File: src/rtl/fft_pkg.sv
`default_nettype none
// ============================================================================
// Module      : fft_pkg
// Description : Shared constants, state encoding and sample conversion for
//               the 32-point FFT input framer.
//               N         points per frame
//               WIDTH     output width per point (Q8.8)
//               ADC_WIDTH input sample width (Q4.4)
//               FRAC_IN   fractional bits of the ADC sample
//               FRAC_OUT  fractional bits of the framed sample
// Revision    : 1.0 - initial release
// ============================================================================
package fft_pkg;

  localparam int N         = 32;
  localparam int WIDTH     = 16;
  localparam int ADC_WIDTH = 8;
  localparam int FRAC_IN   = 4;
  localparam int FRAC_OUT  = 8;

  typedef enum logic [0:0] {
    IDLE = 1'b0,
    FILL = 1'b1
  } state_t;

  // Q4.4 -> Q8.8: sign-extend the integer part and append zero fraction
  // bits. Every Q4.4 value is exactly representable, so nothing is rounded
  // or saturated.
  function automatic logic [WIDTH-1:0] q44_to_q88(input logic [ADC_WIDTH-1:0] s);
    return {{(WIDTH - ADC_WIDTH - (FRAC_OUT - FRAC_IN)){s[ADC_WIDTH-1]}},
            s,
            {(FRAC_OUT - FRAC_IN){1'b0}}};
  endfunction

endpackage : fft_pkg
`default_nettype wire

File: src/rtl/fft_input_framer.sv
`default_nettype none
// ============================================================================
// Module      : fft_input_framer
// Description : Serial-to-parallel front end for the 32-point FFT. Collects
//               one Q4.4 sample per valid beat, aligns on start-of-frame,
//               converts to Q8.8 and publishes each completed frame as one
//               packed word with a single-cycle start strobe.
// Ports       : clk          rising-edge clock
//               rst          asynchronous active-high reset
//               adc_valid    adc_data / adc_sof qualify this cycle
//               adc_sof      this beat is sample 0 of a frame
//               adc_data     signed Q4.4 sample
//               frame_data   packed frame, sample 0 in the MSBs
//               fft_start    one-cycle strobe when a new frame is published
//               sync_err     one-cycle pulse when a partial frame is dropped
//               frame_count  completed frames since reset (wraps)
// Revision    : 1.0 - initial release
// ============================================================================
module fft_input_framer #(
  parameter int N         = 32,
  parameter int WIDTH     = 16,
  parameter int ADC_WIDTH = 8,
  parameter int CNT_WIDTH = 16
) (
  input  logic                 clk,
  input  logic                 rst,
  input  logic                 adc_valid,
  input  logic                 adc_sof,
  input  logic [ADC_WIDTH-1:0] adc_data,
  output logic [N*WIDTH-1:0]   frame_data,
  output logic                 fft_start,
  output logic                 sync_err,
  output logic [CNT_WIDTH-1:0] frame_count
);

  import fft_pkg::*;

  localparam int IDX_W = $clog2(N);

  state_t               state_q, state_d;
  logic [IDX_W-1:0]     idx_q, idx_d;
  logic [WIDTH-1:0]     buf_q [N];
  logic [WIDTH-1:0]     buf_d [N];
  logic [N*WIDTH-1:0]   frame_q, frame_d;
  logic                 start_q, start_d;
  logic                 err_q, err_d;
  logic [CNT_WIDTH-1:0] cnt_q, cnt_d;
  logic [WIDTH-1:0]     sample_w;

  assign sample_w = q44_to_q88(adc_data);

  always_comb begin
    state_d = state_q;
    idx_d   = idx_q;
    buf_d   = buf_q;
    frame_d = frame_q;
    start_d = 1'b0;
    err_d   = 1'b0;
    cnt_d   = cnt_q;

    if (adc_valid) begin
      case (state_q)
        IDLE: begin
          // Beats before a start-of-frame carry no alignment and are dropped.
          if (adc_sof) begin
            buf_d[0] = sample_w;
            idx_d    = IDX_W'(1);
            state_d  = FILL;
          end
        end
        FILL: begin
          if (adc_sof) begin
            // Short frame: restart alignment on this beat.
            err_d    = 1'b1;
            buf_d[0] = sample_w;
            idx_d    = IDX_W'(1);
          end else begin
            buf_d[idx_q] = sample_w;
            if (idx_q == IDX_W'(N - 1)) begin
              // Publish from buf_d so the final sample goes straight into
              // the frame word on the accepting edge.
              for (int k = 0; k < N; k++) begin
                frame_d[(N-k)*WIDTH-1 -: WIDTH] = buf_d[k];
              end
              start_d = 1'b1;
              cnt_d   = cnt_q + 1'b1;
              idx_d   = '0;
              state_d = IDLE;
            end else begin
              idx_d = idx_q + 1'b1;
            end
          end
        end
        default: state_d = IDLE;
      endcase
    end
  end

  always_ff @(posedge clk or posedge rst) begin
    if (rst) begin
      state_q <= IDLE;
      idx_q   <= '0;
      for (int k = 0; k < N; k++) begin
        buf_q[k] <= '0;
      end
      frame_q <= '0;
      start_q <= 1'b0;
      err_q   <= 1'b0;
      cnt_q   <= '0;
    end else begin
      state_q <= state_d;
      idx_q   <= idx_d;
      buf_q   <= buf_d;
      frame_q <= frame_d;
      start_q <= start_d;
      err_q   <= err_d;
      cnt_q   <= cnt_d;
    end
  end

  assign frame_data  = frame_q;
  assign fft_start   = start_q;
  assign sync_err    = err_q;
  assign frame_count = cnt_q;

endmodule : fft_input_framer
`default_nettype wire

File: config.mk
export PLATFORM = sky130hd
export DESIGN_NAME = fft_input_framer
export DESIGN_NICKNAME = d
export VERILOG_FILES = /design/src/rtl/fft_pkg.sv /design/src/rtl/fft_input_framer.sv
export SDC_FILE = /design/constraint.sdc
export NUM_CORES = 2
export LEC_CHECK = 0
export CORE_MARGIN = 1
export CORE_UTILIZATION = 50
export CTS_CLUSTER_SIZE = 25
export DETAILED_ROUTE_END_ITERATION = 8
export PLACE_DENSITY_LB_ADDON = 0.3
export SLEW_MARGIN = 30
export SYNTH_ARGS = -nofsm -noshare
export SYNTH_HDL_FRONTEND = slang
export SYNTH_SLANG_ARGS = --single-unit
File: constraint.sdc
create_clock -name clk -period 51.4 [get_ports clk]
set_input_delay 15.42 -clock clk [delete_from_list [all_inputs] [get_ports clk]]
set_output_delay 15.42 -clock clk [all_outputs]
set_load 0.03 [all_outputs]
Word-level counts from Yosys, hierarchy flattened
Cells that the tools add are included.

Logic and storage cells: 71. Register bits: 1048.

Equal/unequal tests: 2. Mux-type cells: 20. Bitwise logic cells: 3. Add/subtract/negate cells: 2. $lt $le $gt $ge: 2. Reduce and logical (&&, ||, !) cells: 4.

Operators with widths (number): $bwmux 512 (1); $demux 16 s5 (1); $mux 16 (3); $pmux 16 s2 (1); $add 16x1->16 const B (1); $mux 5 (3); $pmux 5 s2 (1); $mux 1 (9); $ge 6x6->1 const B (1); $lt 6x1->1 const B (1); $not 5->6 (1); $add 5x1->5 const B (1); $eq 5x5->1 const B (1); $reduce_and 4->1 (1); $reduce_and 3->1 (1); $ne 2x2->1 const B (1); $not 1->1 (2); $pmux 1 s2 (1); $reduce_and 2->1 (1); $logic_and 1x1->1 (1).

Logic depth before layout (Yosys ltp)
Word-level depth: 8. Gate-level depth with buffers: 12.

Worst setup path after synthesis
No wires, ideal clock.

Path type: input port to flip-flop. Start: input port adc_sof. End: register cnt_q[14] (netlist: frame_count[14]). Arrival time: 16768 ps. Stages: 7. Slack: 34499 ps. Buffers on the path: 3. Path through: buf_4 > nand4b_4 > buf_2 > buf_2 > nor4_2 > nand3_1 > xnor2_1.

Cells in the longest elaborated chain, start to end: 2.

Ends and longest elaborated chain: start: declaration (RTL line fft_input_framer.sv:28) `input logic adc_sof,`; $not 1->1 (no line); $reduce_and 4->1 (no line); end signal: assignment (RTL line fft_input_framer.sv:117) `cnt_q <= cnt_d;`; end: declaration (RTL line fft_input_framer.sv:47) `logic [CNT_WIDTH-1:0] cnt_q, cnt_d;`.

Every way passes these cells. A chain may end at the register's enable or synchronous reset.

Worst setup path in the final report
Start: input port adc_sof. End: register frame_q[77] (netlist: frame_data[77]).

Cells in the longest elaborated chain, start to end: 2.

Ends and longest elaborated chain: $not 1->1 (no line); $reduce_and 4->1 (no line); end signal: assignment (RTL line fft_input_framer.sv:114) `frame_q <= frame_d;`; end: declaration (RTL line fft_input_framer.sv:44) `logic [N*WIDTH-1:0] frame_q, frame_d;`.

Every way passes these cells.

==> results.txt <==
status = completed
worst r2r path cells = 8
number of hold-repair buffers added at the cts stage = 0
flops & latches, synth = 1048
met1 usage = 36.2%
fin. max-slew vios = 0
Num CTS Buffers = 106
Switching Power = 0.449 mW
Worst path depth = 6
pre-CTS setup slack = 31700 ps
Via density = 5.51
final period utilization = 36.5%
Max-Cap Viols = 0
Peak Freq = 53.4 MHz
Clock Sinks = 1048
Worst R2R Setup Slack = 47120 ps
final setup TNS = 0 ps
Clk pwr share = 43.7%
RSZ-0062 raised after global routing = false
hold wc startpoint = buf_q[83]$_DFFE_PP0P_
Layout area overhead = 23.6%
Period minus WS final = 18740 ps
Syn Area/Cell = 11.1 um^2
Slew HR = 33.4%
Crit-path slowest cell = buf_4
Clk Latency, worst-skew pair = 670 ps
Critical Path End = frame_data[77]$_DFFE_PP0P_
clock root cell = clkbuf_16
die area = 0.0838 mm^2
Crit. Startpoint = adc_sof
Tot GR Track Use = 26.5%
Crit path largest cell delay = 840 ps
largest net degree at the start of global routing = 176
router iterations before antenna repair = 5
syn nets = 3753
GRT busiest layer = met2
share of layout cells above drive strength 1 = 9.67%
Initial Util = 50.5%
CP required = 51870 ps
post-CTS setup buffers = 0
total gr overflow = 0
Setup CP Type = input pin to register
first-pass GRT wire length = 171 mm
CTS tree = done
Die H = 289 um
LEAKAGE = 25.7 nW
RR Endpoint = frame_data[77]$_DFFE_PP0P_
RD Place Congestion = 0.824
Initial DRC Count = 2029
post-CTS sizing = 0
cell family with most CP delay = buffers and inverters
setup violators final = 0
critical path cell sequence = clkdlybuf4s50_1 > nand4b_4 > buf_4 > buf_6 > buf_4 > o21ai_0
Final Worst Setup Slack = 32660 ps
RR Startpoint = idx_q[0]$_DFFE_PP0P_
Worst Hold Class = register to register
Port Buffer Count = 541
DR WL/cell = 20.9 um
Seq/Total Area, Yosys = 63.5%
I/O pin count = 542
vias in the first global route = 28600
initial antenna violation count = 2
Gate power share = 8.2%
Sw Ratio = 23.8%
met2 Usage GRT = 41.6%
P per Cell Area = 36.9 mW/mm^2
Seq pwr share = 48.1%
met3 Use GR = 6.02%
die width = 289 um
skew final = 27.7 ps
vias = 29200
Ys Warns = 0
Reg clk slew, reported paths = 60 ps
crit-path max FO = 120
num rows = 105
ANT nets after route = 0
WP buf/inv = 4
Critical Path Start Type = input pin
final WL = 111 mm
Fin. Hold Viols = 0
Cell Int Power = 1.44 mW
H-tree levels = 3
Worst IR Drop VDD = 26.8 uV
synthesized netlist cell count = 3734
Critical Path AT = 19210 ps
worst slew pin tran = 1000 ps
drt drc = 0
nets = 4161
CP most frequent cell = buf_4
type of element capturing the critical path = register
Max clock buf depth = 3
Post-Syn Area = 0.0413 mm^2
count of unique library cells instantiated by Yosys = 46
dpl hpwl = 70.8 mm
CORE AREA = 0.0818 mm^2
-- cell families after synthesis --
family | share of synthesized area, %
and+or+nand+nor | 14.2
DFF | 63.5
AOI/OAI and AO/OA | 12.6
buffers and inverters | 3.15
muxes | 5.93
xor gates and xnor gates | 0.318
adders and majority gates | 0.212
-- cells in the final DEF, fill, tap and decap left out, types with 9 or more instances in the layout --
cell	count
dfrtp_1	1045
nor3_1	17
clkdlybuf4s50_1	534
nor2b_1	10
clkbuf_16	108
nand2_2	9
mux2_2	114
nor2_1	176
bufinv_16	14
clkbuf_1	18
clkinv_2	19
o21ai_0	275
buf_4	29
a31oi_1	112
nand3_1	9
nand4b_2	12
buf_6	9
clkbuf_8	26
nand2_1	861
a21oi_1	162
a21o_1	155
and2_1	156
mux2i_1	112
a22o_1	130
or2_2	11
xnor2_1	11
-- cells in the mapped netlist, drive strengths merged --
master	instances	area [um^2]
a21o	155	1160
nand4	10	87.6
nand2	873	3320
and4bb	5	62.6
buf	129	712
xnor2	11	96.3
mux2	117	1330
o21ai	275	1380
a22o	130	1140
clkbuf	149	559
nor3	17	85.1
o22ai	2	12.5
nor4b	4	95.1
xor2	4	35.0
nor2b	11	68.8
nand3b	1	7.51
or2	16	100
ha	7	87.6
and3	4	25.0
a21oi	162	811
a31oi	112	701
nor3b	1	7.51
a32o	1	10.0
nor4	3	31.3
mux2i	112	1120
and2	156	976
nor4bb	7	70.1
dfrtp	1048	26200
nor2	181	697
nand3	9	45.0
nand4b	13	204
a311oi	1	8.76
inv	8	30.0
-- power groups by stage --
stage | Sequential (mW) | Clock, mW | Combinational (mW)
floorplan | 0.917 | 0 | 0.118
global placement | 0.918 | 0 | 0.151
detailed placement | 0.921 | 0 | 0.155
CTS | 0.906 | 0.837 | 0.156
global route | 0.913 | 0.870 | 0.172
finish | 0.907 | 0.824 | 0.155
-- worst register-to-register path, delay by kind of cell (launching register included) --
family	cells	cell delay, ps
compound gates	1	310
fa+ha+maj	2	470
buf+inv	3	2240
flops	1	420
simple gates	2	650
-- metal layers --
layer / wire length, um / up-vias
li1: - / 13400
met1: 47200 / 14700
met2: 52100 / 808
met3: 7570 / 208
met4: 4160 / 0
met5: 0 / -
-- worst min-delay path by stage --
stage	endpoint	cells after the start	slack (ps)
floorplan	buf_q[100]$_DFFE_PP0P_	2	450
global placement	buf_q[152]$_DFFE_PP0P_	2	460
detailed placement	buf_q[264]$_DFFE_PP0P_	2	460
CTS	frame_data[83]$_DFFE_PP0P_	1	480
global route	buf_q[444]$_DFFE_PP0P_	1	480
finish	frame_data[83]$_DFFE_PP0P_	1	470
-- registers in the layout, summed over array words and instances (netlist names) --
register,cells
buf_q,512
fft_start,1
frame_count,16
frame_data,512
idx_q,5
state_q,1
sync_err,1
-- layout make-up --
type | instances | area, um^2
antenna | 2 | 5.00
clock buffer | 152 | 3130
clock inverter | 44 | 678
fill | 6436 | 30800
inverter | 8 | 45.0
multi-input combinational | 2400 | 13800
sequential | 1048 | 26200
tap | 1070 | 1340
timing repair buffer | 578 | 5810
-- stage by stage --
step	hold WS [ps]	total power, mW	instance area (um^2)	utilization, %	cells
3_3_place_gp	458	1.07	47100	57.6	5101
5_1_grt	484	1.95	51100	62.4	5300
6_report	472	1.89	51100	62.4	5302
4_1_cts	476	1.90	51000	62.3	5298
2_1_floorplan	446	1.03	41300	-	3734
3_5_place_dp	463	1.08	47200	57.6	5102
Power figures use the tool's default switching activity.
